$ cat config.mk
export PLATFORM = sky130hd
export DESIGN_NAME = ssd_reader
export DESIGN_NICKNAME = d
export VERILOG_FILES = /design/src/rtl/ssd_reader.sv
export SDC_FILE = /design/constraint.sdc
export NUM_CORES = 1
export LEC_CHECK = 0
export CAP_MARGIN = 20
export CORE_ASPECT_RATIO = 1.4
export CORE_MARGIN = 4
export CORE_UTILIZATION = 45
export DETAILED_ROUTE_END_ITERATION = 10
export GPL_TIMING_DRIVEN = 0
export PLACE_DENSITY = 0.75
export SLEW_MARGIN = 0
export SYNTH_ARGS = -nofsm -noshare
export SYNTH_HDL_FRONTEND = slang
export SYNTH_SLANG_ARGS = --single-unit
$ cat constraint.sdc
create_clock -name clk -period 1.9 [get_ports clk]
set_input_delay 0.57 -clock clk [delete_from_list [all_inputs] [get_ports clk]]
set_output_delay 0.57 -clock clk [all_outputs]
set_load 0.02 [all_outputs]
$ cat src/rtl/ssd_reader.sv
// Seven-segment bus reader: recovers BCD digits from a scanned, active-low
// 4-digit display once each digit has dwelt on the bus for SETTLE cycles.
module ssd_reader #(
    parameter int SETTLE = 4
) (
    input  logic        clk,
    input  logic        rst,
    input  logic [3:0]  an,
    input  logic [6:0]  Seg,
    output logic [15:0] bcd,
    output logic [3:0]  dig_valid,
    output logic [3:0]  dig_err,
    output logic        frame_done
);

    typedef enum logic [1:0] {
        ST_WAIT,
        ST_CAPTURE,
        ST_HOLD
    } state_t;

    localparam logic [7:0] SETTLE_CNT = 8'(SETTLE);

    // A legal strobe has exactly one anode pulled low.
    function automatic logic strobe_legal(input logic [3:0] a);
        return (a == 4'b1110) || (a == 4'b1101) ||
               (a == 4'b1011) || (a == 4'b0111);
    endfunction

    function automatic logic [1:0] strobe_index(input logic [3:0] a);
        logic [1:0] idx;
        case (a)
            4'b1110: idx = 2'd0;
            4'b1101: idx = 2'd1;
            4'b1011: idx = 2'd2;
            4'b0111: idx = 2'd3;
            default: idx = 2'd0;
        endcase
        return idx;
    endfunction

    // Returns {err, nibble}; blank decodes to F without flagging an error.
    function automatic logic [4:0] seg_decode(input logic [6:0] s);
        logic [4:0] res;
        case (s)
            7'b1000000: res = 5'h00;
            7'b1111001: res = 5'h01;
            7'b0100100: res = 5'h02;
            7'b0110000: res = 5'h03;
            7'b0011001: res = 5'h04;
            7'b0010010: res = 5'h05;
            7'b0000010: res = 5'h06;
            7'b1111000: res = 5'h07;
            7'b0000000: res = 5'h08;
            7'b0010000: res = 5'h09;
            7'b1111111: res = 5'h0F;
            default:    res = 5'h1F;
        endcase
        return res;
    endfunction

    logic [3:0] r_s_an;
    logic [6:0] r_s_seg;
    logic [7:0] r_cnt;
    logic [3:0] r_seen;
    state_t     r_state;

    logic       w_legal;
    logic       w_same;
    logic [7:0] w_cnt_next;
    logic [1:0] w_idx;
    logic [4:0] w_decode;
    logic [3:0] w_seen_next;

    assign w_legal     = strobe_legal(an);
    assign w_same      = w_legal && (an == r_s_an) && (Seg == r_s_seg);
    assign w_idx       = strobe_index(r_s_an);
    assign w_decode    = seg_decode(r_s_seg);
    assign w_seen_next = r_seen | (4'b0001 << w_idx);

    // NOTE: the default assignment first guarantees no latch is inferred.
    always_comb begin
        w_cnt_next = 8'd0;
        if (w_same) begin
            w_cnt_next = (r_cnt >= SETTLE_CNT) ? r_cnt : r_cnt + 8'd1;
        end else if (w_legal) begin
            w_cnt_next = 8'd1;
        end
    end

    // NOTE: all state here uses non-blocking assignments so every register
    // sees the pre-edge values of the others.
    always_ff @(posedge clk) begin
        if (rst) begin
            r_s_an     <= 4'hF;
            r_s_seg    <= 7'h7F;
            r_cnt      <= 8'd0;
            r_seen     <= 4'h0;
            r_state    <= ST_WAIT;
            bcd        <= 16'h0000;
            dig_valid  <= 4'h0;
            dig_err    <= 4'h0;
            frame_done <= 1'b0;
        end else begin
            r_s_an     <= an;
            r_s_seg    <= Seg;
            r_cnt      <= w_cnt_next;
            frame_done <= 1'b0;

            // The sample registers still hold the dwell that completed.
            if (r_state == ST_CAPTURE) begin
                bcd[{w_idx, 2'b00} +: 4] <= w_decode[3:0];
                dig_err[w_idx]           <= w_decode[4];
                dig_valid[w_idx]         <= 1'b1;
                if (w_seen_next == 4'hF) begin
                    frame_done <= 1'b1;
                    r_seen     <= 4'h0;
                end else begin
                    r_seen <= w_seen_next;
                end
            end

            if (!w_same) begin
                r_state <= (w_legal && (w_cnt_next == SETTLE_CNT)) ? ST_CAPTURE : ST_WAIT;
            end else begin
                case (r_state)
                    ST_WAIT:    r_state <= (w_cnt_next == SETTLE_CNT) ? ST_CAPTURE : ST_WAIT;
                    ST_CAPTURE: r_state <= ST_HOLD;
                    ST_HOLD:    r_state <= ST_HOLD;
                    default:    r_state <= ST_WAIT;
                endcase
            end
        end
    end

endmodule

==> summary.txt <==
Logic synthesis
  • Sequential cell area fraction in the yosys report: between 30% and 40%
  • Gate count after technology mapping: approximately 250
  • Synth Warn #: 0
  • Count of flip-flops with a built-in enable after synthesis: 0
  • Netlist area before placement: about 2600 µm²
  • Share of async-settable or async-resettable flops after synthesis: 0%
  • Mapped Nets: ~280
  • Register bit total from synthesis: 50
  • Synthesized area per cell: 10.2 µm²
  • Most used DFF post-synth: sky130_fd_sc_hd__dfxtp_1
  • Distinct cells, synth: 57

Power and ir drop
  • Pwr Total: roughly 2.0 mW
  • Leakage power total: 1.19 nW
  • Worst IR Drop VDD: ~0.00037 V
  • Total power divided by cell area: approximately 590 nW/µm²

Clock network
  • Hold bufs inserted after CTS: 0
  • TritonCTS clock tree: done
  • Number of buffers created by CTS: 5
  • CTS clock-pin slew for the worst setup and hold paths: around 0.090 ns
  • Insertion delay to the later sink of the worst-skew pair: about 0.30 ns
  • Number of levels the H-tree was split into: 2
  • Clk sink count: 50
  • Maximum buffer depth of the clock tree: 2
  • Clock root cell: sky130_fd_sc_hd__clkbuf_8

Worst hold path
  • Startpoint of the most critical hold path: dig_valid[3]
  • Hold Path End: dig_valid[3]
  • Number of stages on the worst hold path: 2
  • Kind of path behind the tightest hold check: flip-flop to flip-flop

Critical path
  • R2R Path End: bcd[13]
  • Category of the most critical setup path: flip-flop to flip-flop
  • Largest stage delay on the critical path: 0.42 ns
  • Capturing element type of the critical path: flip-flop
  • Startpoint of the worst-slack reg-to-reg timing path: r_s_an[3]
  • Crit-path max FO: 6
  • Slowest stage cell on the critical path: sky130_fd_sc_hd__a2111oi_4
  • Family with the most delay on the worst path: compound AO/OA/AOI/OAI gates
  • R2R setup slack: roughly 0.0077 ns
  • Arr. time, crit path: a little over 2 ns
  • Cell count of the worst reg-to-reg path: 7
  • Buffers and inverters on the worst path: 1
  • Crit start category: flip-flop
  • Data required time of the critical path: 2.06 ns
  • Cell breakdown of the critical path: xor2_2 -> nand3_2 -> inv_2 -> ha_1 -> nand2_1 -> a2111oi_4 -> a221oi_2

Timing
  • RSZ-0062 raised after global routing: true
  • Period Utilization, post-route: 99.6%
  • Worst path setup slack after routing: ~0.0077 ns
  • Number of endpoints with negative hold slack in the final report: 0
  • F_max: ~0.53 GHz
  • Total negative slack for setup checks: 0 ns
  • Clock Skew: 0.00814 ns
  • Slew of the pin with the lowest slew margin: between 0.7 and 0.8 ns
  • Final Slew Violations: 0
  • Setup-failing EPs final: 0
  • Max-slew headroom: between 50% and 60%
  • Post-route worst hold slack: 0.475 ns
  • Final Critical Period: about 1.9 ns

Global routing
  • Maximum number of pins on one net before global-route repair: 15
  • Wire length of the first global-routing pass: 10.3 mm
  • Number of antenna violations at the first check in global routing: 0
  • Overall global routing resource usage: roughly 18%
  • Remaining Overflow, GRT: 0
  • Via count of the first global-routing pass: between 2k and 2.5k

Place
  • Placer congestion estimate: 0.770
  • Half-perimeter wire length after placement: 4.29 mm
  • Number of port buffers: 36
  • Number of placed cells counting well taps: 357
  • Post-placement worst setup slack: -0.407 ns

Cells and area
  • Most common cell after layout, fill and taps aside: sky130_fd_sc_hd__dfxtp_1
  • Layout-stage area growth over the synthesis result: 30.2%
  • Antenna cells: 0
  • Proportion of layout cells with a drive suffix above 1: ~29%
  • Number of nets at the end of the flow: about 330
  • Top library cells by usage in the layout, fill and taps aside: sky130_fd_sc_hd__dfxtp_1 (46), sky130_fd_sc_hd__clkdlybuf4s50_1 (29), sky130_fd_sc_hd__nand2_1 (16)
  • Number of non-filler instances in the completed layout: 370
  • Fill cells: ~450

Detailed routing
  • Wire length per cell: about 16 µm
  • DRC violation total after the first TritonRoute iteration: 139
  • Residual DRC: 0
  • TritonRoute pass-1 iters: 4
  • Total Routed Length: 6.04 mm
  • Via density: between 5 and 6
  • Post-DRT Antenna Nets: 0
  • Via count: between 2k and 2.5k

Floorplan
  • Starting utilization of the core area: 46.5%
  • Floorplan row count: 32
  • Chip Width: 71.9 µm
  • Die ar.: ~7000 µm²
  • Area of the core region: around 5500 µm²
  • Number of top-level pins: 38
  • Die height: 97.4 µm

Run status
  • Status: finished clean

Job
  • Max cap viols: 0
[report_power, final]
group | switching, mW | internal [mW]
registers | 0.0156 | 1.06
clock network | 0.339 | 0.248
logic | 0.168 | 0.129
[cell families after synthesis]
group           synth area share (%)
compound gates                  19.1
xor+xnor                        5.11
fa+ha+maj                       5.84
buf+inv                         4.53
flops                           38.9
mux                            0.389
simple gates                    26.0
[how the worst max path moves through the flow]
stage	from	to	slack, ns	cells after the start
after floorplan	r_s_an[3]	bcd[14]	0.07	7
after global placement	an[0]	r_cnt[0]	-0.40	5
after detailed placement	an[3]	r_state[1]	-0.41	5
after CTS	r_s_an[3]	bcd[14]	-0.007	8
after global routing	r_s_an[3]	bcd[13]	-0.06	7
final	r_s_an[3]	bcd[13]	0.008	7
[metrics by stage]
stage               utilization [%]  instance area (µm²)
floorplan                         -                 2570
global placement               54.6                 3020
detailed placement             54.6                 3020
CTS                            58.0                 3200
global route                   60.6                 3350
finish                         60.6                 3350
[sequential cells by signal (all words and copies together), names as in the netlist]
register	cells
bcd	16
r_cnt	8
r_s_seg	7
dig_err	4
dig_valid	4
r_s_an	4
r_seen	4
r_state	2
frame_done	1
[worst min-delay path: stages, from the launching register on]
cell                      delay [ns]
sky130_fd_sc_hd__dfxtp_1        0.34
sky130_fd_sc_hd__a21oi_1        0.04
sky130_fd_sc_hd__nor2_1         0.07
[timing repair]
action | CTS | global route
cloned | 1 | 0
pin swaps | 9 | 10
endpoints found under the setup margin | 30 | 28
gates resized for setup | 17 | 28
buffers inserted | 4 | 2
[final cells by class]
cell class                 instances  area (µm²)  area share (%)
tap                               68        85.1            2.54
clock inverter                     2        10.0           0.299
timing repair buffer              42         427            12.7
buffer                            13        90.1            2.69
inverter                           6        22.5           0.673
multi-input combinational        184        1630            48.8
sequential                        50        1010            30.2
clock buffer                       5        68.8            2.06
[layer usage]
metal	GRT usage [%]	part of all wire, %
met5	0	0
met4	6.66	1.8
met3	3.73	3.6
met2	32.9	54
met1	20.3	40
[Yosys cell counts (all sizes together), types with 2 or more instances]
library cell / count / area [µm²]
dfxtp: 50 / 1000
nand2: 20 / 75.1
a21oi: 14 / 73.8
xor2: 14 / 123
or2: 13 / 81.3
ha: 12 / 150
nor3: 11 / 55.1
a221oi: 10 / 138
nand3b: 10 / 75.1
nor3b: 9 / 67.6
nor2: 8 / 30.0
o31ai: 8 / 80.1
buf: 7 / 67.6
clkbuf: 7 / 26.3
nand3: 7 / 35.0
inv: 6 / 22.5
nor4b: 5 / 50.0
a21o: 4 / 30.0
nor4: 4 / 46.3
nand4: 3 / 33.8
o21ai: 3 / 26.3
or3: 3 / 28.8
a31oi: 2 / 12.5
and3: 2 / 12.5
Power figures use the tool's default switching activity.
